==> src/rtl/display_mux.sv <==
// display_mux: time-multiplexed driver for a 4-digit common-anode
// 7-segment display. Latches four BCD digits on a load strobe, then scans
// them one at a time. Each digit slot opens with one blanked cycle that
// prevents ghosting between digits. Segment and anode drives are active-low.
//
// Optional feature: define SUPRIME_ZEROS_EN to enable leading-zero
// suppression. Digits above the units digit are blanked while they and
// every higher digit are zero. Anode scanning is not affected.
module display_mux #(
    parameter int CICLOS_POR_DIGITO = 50000
) (
    input  logic       clock,
    input  logic       reset,
    input  logic       carrega,
    input  logic [3:0] digito1,
    input  logic [3:0] digito2,
    input  logic [3:0] digito3,
    input  logic [3:0] digito4,
    output logic [6:0] segmentos,
    output logic [3:0] anodos,
    output logic [1:0] indice
);

    localparam int            CW      = $clog2(CICLOS_POR_DIGITO);
    localparam logic [CW-1:0] CNT_MAX = CW'(CICLOS_POR_DIGITO - 1);

    // Active-low {g,f,e,d,c,b,a}. Codes 10..15 show a lone dash on g.
    function automatic logic [6:0] decode_bcd(input logic [3:0] d);
        logic [6:0] s;
        case (d)
            4'd0:    s = 7'b1000000;
            4'd1:    s = 7'b1111001;
            4'd2:    s = 7'b0100100;
            4'd3:    s = 7'b0110000;
            4'd4:    s = 7'b0011001;
            4'd5:    s = 7'b0010010;
            4'd6:    s = 7'b0000010;
            4'd7:    s = 7'b1111000;
            4'd8:    s = 7'b0000000;
            4'd9:    s = 7'b0010000;
            default: s = 7'b0111111;
        endcase
        return s;
    endfunction

    logic [3:0]    lat_r [4];
    logic [CW-1:0] cnt_r;
    logic [1:0]    idx_r;
    logic [6:0]    seg_r;
    logic [3:0]    an_r;

    logic          terminal_s;
    logic [CW-1:0] cnt_next_s;
    logic [1:0]    idx_next_s;
    logic [3:0]    cur_digit_s;
    logic          suppress_s;
    logic [6:0]    seg_next_s;
    logic [3:0]    an_next_s;

    // Next refresh-counter and scan-index values.
    always_comb begin
        terminal_s = 1'b0;
        cnt_next_s = cnt_r;
        idx_next_s = idx_r;
        if (cnt_r == CNT_MAX) begin
            terminal_s = 1'b1;
            cnt_next_s = {CW{1'b0}};
            idx_next_s = idx_r + 2'd1;
        end else begin
            terminal_s = 1'b0;
            cnt_next_s = cnt_r + CW'(1);
            idx_next_s = idx_r;
        end
    end

    // Blanking decision for the digit currently selected by the scan index.
    always_comb begin
        suppress_s = 1'b0;
`ifdef SUPRIME_ZEROS_EN
        case (idx_r)
            2'd0:    suppress_s = 1'b0;
            2'd1:    suppress_s = (lat_r[1] == 4'd0) && (lat_r[2] == 4'd0) && (lat_r[3] == 4'd0);
            2'd2:    suppress_s = (lat_r[2] == 4'd0) && (lat_r[3] == 4'd0);
            2'd3:    suppress_s = (lat_r[3] == 4'd0);
            default: suppress_s = 1'b0;
        endcase
`else
        suppress_s = 1'b0;
`endif
    end

    // Segment and anode values for the next output register update.
    always_comb begin
        cur_digit_s = lat_r[idx_r];
        seg_next_s  = 7'b1111111;
        an_next_s   = 4'b1111;
        if (suppress_s) begin
            seg_next_s = 7'b1111111;
        end else begin
            seg_next_s = decode_bcd(cur_digit_s);
        end
        if (cnt_r == {CW{1'b0}}) begin
            an_next_s = 4'b1111;
        end else begin
            an_next_s = ~(4'b0001 << idx_r);
        end
    end

    // Digit latches: reload on the strobe, otherwise hold. Reset wins.
    always_ff @(posedge clock) begin
        if (reset) begin
            for (int i = 0; i < 4; i++) begin
                lat_r[i] <= 4'd0;
            end
        end else if (carrega) begin
            lat_r[0] <= digito1;
            lat_r[1] <= digito2;
            lat_r[2] <= digito3;
            lat_r[3] <= digito4;
        end else begin
            for (int i = 0; i < 4; i++) begin
                lat_r[i] <= lat_r[i];
            end
        end
    end

    // Refresh counter and scan index, advancing the slot at terminal count.
    always_ff @(posedge clock) begin
        if (reset) begin
            cnt_r <= {CW{1'b0}};
            idx_r <= 2'd0;
        end else begin
            cnt_r <= cnt_next_s;
            idx_r <= idx_next_s;
        end
    end

    // Output register, one cycle behind the counter and scan index.
    always_ff @(posedge clock) begin
        if (reset) begin
            seg_r <= 7'b1111111;
            an_r  <= 4'b1111;
        end else begin
            seg_r <= seg_next_s;
            an_r  <= an_next_s;
        end
    end

    assign segmentos = seg_r;
    assign anodos    = an_r;
    assign indice    = idx_r;

endmodule

==> config.mk <==
export PLATFORM = sky130hd
export DESIGN_NAME = display_mux
export DESIGN_NICKNAME = d
export VERILOG_FILES = /design/src/rtl/display_mux.sv
export SDC_FILE = /design/constraint.sdc
export NUM_CORES = 1
export LEC_CHECK = 0
export CAP_MARGIN = 20
export CORE_MARGIN = 4
export CORE_UTILIZATION = 40
export DETAILED_ROUTE_END_ITERATION = 12
export DONT_BUFFER_PORTS = 1
export PLACE_DENSITY_LB_ADDON = 0.2
export SETUP_SLACK_MARGIN = 0.1
export SYNTH_ARGS = -nofsm -noshare
export SYNTH_HDL_FRONTEND = slang
export SYNTH_SLANG_ARGS = --single-unit
==> constraint.sdc <==
create_clock -name clock -period 2.75 [get_ports clock]
set_clock_uncertainty 0.2 [all_clocks]
set_input_delay 0.6875 -clock clock [delete_from_list [all_inputs] [get_ports clock]]
set_output_delay 0.6875 -clock clock [all_outputs]
set_load 0.05 [all_outputs]
==> metrics.md <==
| Metric | Value |
|---|---|
| Via count | 1332 |
| Max incr delay on CP | 570 ps |
| Drc violations | 0 |
| Bufs on Longest Clock Path | 2 |
| Logic pwr share | 0.056 |
| Largest cells by area after synthesis | dfxtp_1, edfxtp_1, ha_1 |
| CTS tree | yes |
| Reg2Reg Depth | 4 |
| Worst min-delay path class | primary input to register |
| Die area | 6490 um2 |
| GR Layer Usage met2 | 0.195 |
| Average wire per standard cell | 13.0 um |
| Buf/Inv on CP | 0 |
| # resized after CTS | 0 |
| Core ar. | 5110 um2 |
| Grt ovf | 0 |
| GPL Wtd Cong | about 0.77 |
| Ys async rst share | 0 |
| Final #Nets | 227 |
| CP endpoint kind | register |
| Library cells used by synthesis | 32 |
| Total CTS buffers | 5 |
| Cell repeated most along the worst path | or4_4 |
| Die X | just over 80 um |
| Relative slew slack | 0.560 |
| Worst slew pin tran | 658 ps |
| Syn. warnings | 0 |
| GRT met3 Usage | 0.0370 |
| GR Util met1 | 0.147 |
| Critical path startpoint | cnt_r[13] |
| Slowest-stage cell, CP | or4_4 |
| #FFs+latches synth | 47 |
| DPL Wire Length | approximately 2.6 mm |
| Core Rows | 26 |
| Synth Flop Type | dfxtp_1 |
| EDFF count, synth | 16 |
| Wire length of the first global-routing pass | 6.04 mm |
| Die Y | 80.6 um |
| Internal | about 1.1 mW |
| Cts hold-fix bufs | 0 |
| Total wire length | 3.47 mm |
| WP data required | 2720 ps |
| Seq pwr share | 0.587 |
| Max_cap viols | 0 |
| Status | complete, no violations |
| Area delta synth->final | 7.66% |
| Drt first pass iters | 4 |
| Arrival time at the worst endpoint | roughly 2200 ps |
| Postcts setup bufs | 0 |
| End point of the critical path | cnt_r[13] |
| Worst flop-to-flop path startpoint | cnt_r[13] |
| Syn avg cell area | 10.7 um2 |
| Psw | 0.327 mW |
| GRT busiest layer | met2 |
| Post-Synthesis Cell Area | 2110 um2 |
| Root buffer cell | clkbuf_8 |
| Crit share post-route | 0.817 |
| Worst path depth | 4 |
| RSZ-0062 raised after global routing | no |
| R2R Path End | cnt_r[13] |
| Critical path class | register to register |
| Final Hold Vio Count | 0 |
| Sequential share of the synthesized area | 0.523 |
| Initial core utilization | 0.413 |
| Largest net degree at the start of global routing | 17 |
| Power, Total | roughly 1.4 mW |
| I/O pin cnt | 32 |
| Power Dens Cells | 611 nW/um2 |
| Global-route usage over all layers | 0.121 |
| CP delay by family, top | simple AND/OR/NAND/NOR gates |
| Net Sw Frac | 0.236 |
| Port Buf Inserts | 0 |
| Antenna Violating Nets Remaining | 0 |
| Fmax | 445 MHz |
| Final Slew Violations | 0 |
| Initial antenna violation count | 0 |
| Final instance area | 2270 um2 |
| Flop2flop setup slack | just over 500 ps |
| CTS clk-pin slew, worst paths | 90 ps |
| Synth Net Count | 228 |
| Vias in the first global route | between 1000 and 1500 |
| H-tree levels | 2 |
| Crit path time final | 2250 ps |
| Post-Synthesis Cells | 197 |
| Maximum vdd ir drop | between 0.2 and 0.25 mV |
| Placement Cell Area | 2160 um2 |
| Worst path cell trace | or4_4 > or4_4 > o21bai_4 > nor2_1 |
| Ant diodes | 0 |
| Leak | 0.819 nW |
| Synth top area share | 0.295 |
| Layout cells sized above 1 | 0.0812 |
| DR vias/cell | 4.99 |
| Final setup violation count | 0 |
| DR iter-0 viols | between 80 and 90 |
| Clock Sinks | 47 |
| Clock latency on the worst-skew pair | 300 ps |
| Cell type with the largest total area after synthesis | dfxtp_1 |
| Clk pwr share | 0.357 |
| CP Max Fanout | 15 |
| TNS Setup | 0 ps |
| Worst setup SP type | register |
[area by class of cell]
cell class                      instances  area [um2]
Multi-Input combinational cell        132         931
Clock buffer                            5        68.8
Sequential cell                        47        1100
Inverter                               10        37.5
Fill cell                             487        2840
Tap cell                               70        87.6
Clock inverter                          3        42.5
[metrics by stage]
step	instances	setup slack (ps)	hold WS, ps	util
global route	267	389	228	0.444
finish	267	504	252	0.444
floorplan	197	655	237	-
CTS	267	504	236	0.444
detailed placement	259	509	281	0.422
global placement	259	560	253	0.422
[sequential cells by signal (all words and copies together) (netlist names), named ones only]
signal and flops:
cnt_r 16, lat_r 16, segmentos 7, anodos 4
indice 2
[metal layers]
metal | vias to the layer above | wire length (um)
met1 | 613 | 1640
met3 | 4 | 195
li1 | 681 | -
met4 | 0 | 52
met2 | 34 | 1580
met5 | - | 0
[cells by family (layout without fill, tap and decap cells)]
logic type,count (synthesis),in the layout,share of synthesized area
AND/OR/NAND/NOR,81,81,0.209
flip-flops,47,47,0.523
XOR/XNOR,12,12,0.0499
adder cells (fa/ha/maj),12,12,0.0713
AO/OA/AOI/OAI,21,21,0.0594
buffers and inverters,18,18,0.0356
multiplexers,6,6,0.0523
[worst min-delay path by stage]
stage,cells after the start,to,slack [ps],startpoint
after floorplan,1,cnt_r[0],240,cnt_r[0]
after global placement,1,cnt_r[0],250,cnt_r[0]
after detailed placement,1,cnt_r[0],280,cnt_r[0]
after CTS,1,cnt_r[2],240,reset
after global routing,1,cnt_r[2],230,reset
final,1,cnt_r[2],250,reset
[power by group through the flow]
stage | Clock, mW | Sequential, mW | Combinational, mW
floorplan | 0 | 0.825 | 0.0695
global placement | 0 | 0.829 | 0.0757
detailed placement | 0 | 0.831 | 0.0787
CTS | 0.514 | 0.815 | 0.0791
global route | 0.536 | 0.819 | 0.0908
finish | 0.494 | 0.814 | 0.0783
[cell usage in the layout (no fill, tap or decap), drive strengths merged, types with 2 or more instances in the layout]
| master | synthesis | layout |
|---|---|---|
| inv | 10 | 11 |
| a21oi | 8 | 8 |
| nor4 | 3 | 3 |
| dfxtp | 31 | 31 |
| and2 | 16 | 16 |
| nand4 | 7 | 7 |
| nand2 | 9 | 9 |
| xor2 | 5 | 5 |
| or3 | 3 | 3 |
| or4 | 2 | 2 |
| or2 | 2 | 2 |
| nor2 | 19 | 19 |
| clkbuf | 7 | 5 |
| o21bai | 2 | 2 |
| nor3 | 3 | 3 |
| and4 | 2 | 2 |
| ha | 12 | 12 |
| edfxtp | 16 | 16 |
| mux2i | 2 | 2 |
| xnor2 | 7 | 7 |
| and3 | 2 | 2 |
| o21ai | 9 | 9 |
| nand3 | 9 | 9 |
| mux4 | 4 | 4 |
[cell usage after synthesis, types with 2 or more instances]
| master | count |
|---|---|
| dfxtp_1 | 31 |
| nor4_1 | 3 |
| nor2_1 | 19 |
| ha_1 | 12 |
| o21ai_0 | 9 |
| nand3_1 | 9 |
| xnor2_1 | 7 |
| xor2_1 | 5 |
| nand4_1 | 7 |
| mux2i_1 | 2 |
| mux4_2 | 4 |
| inv_1 | 10 |
| or3_1 | 3 |
| nor3_1 | 3 |
| or4_4 | 2 |
| edfxtp_1 | 16 |
| or2_2 | 2 |
| clkbuf_1 | 7 |
| a21oi_1 | 8 |
| and2_1 | 16 |
| nand2_1 | 9 |
| and3_1 | 2 |
| and4_1 | 2 |
[worst register-to-register path, stage by stage, from the launching register on]
cell and delay [ps]:
dfxtp_1 350, or4_4 550, or4_4 570, o21bai_4 350
nor2_1 100
No activity file was read; power rests on OpenSTA's default activity.
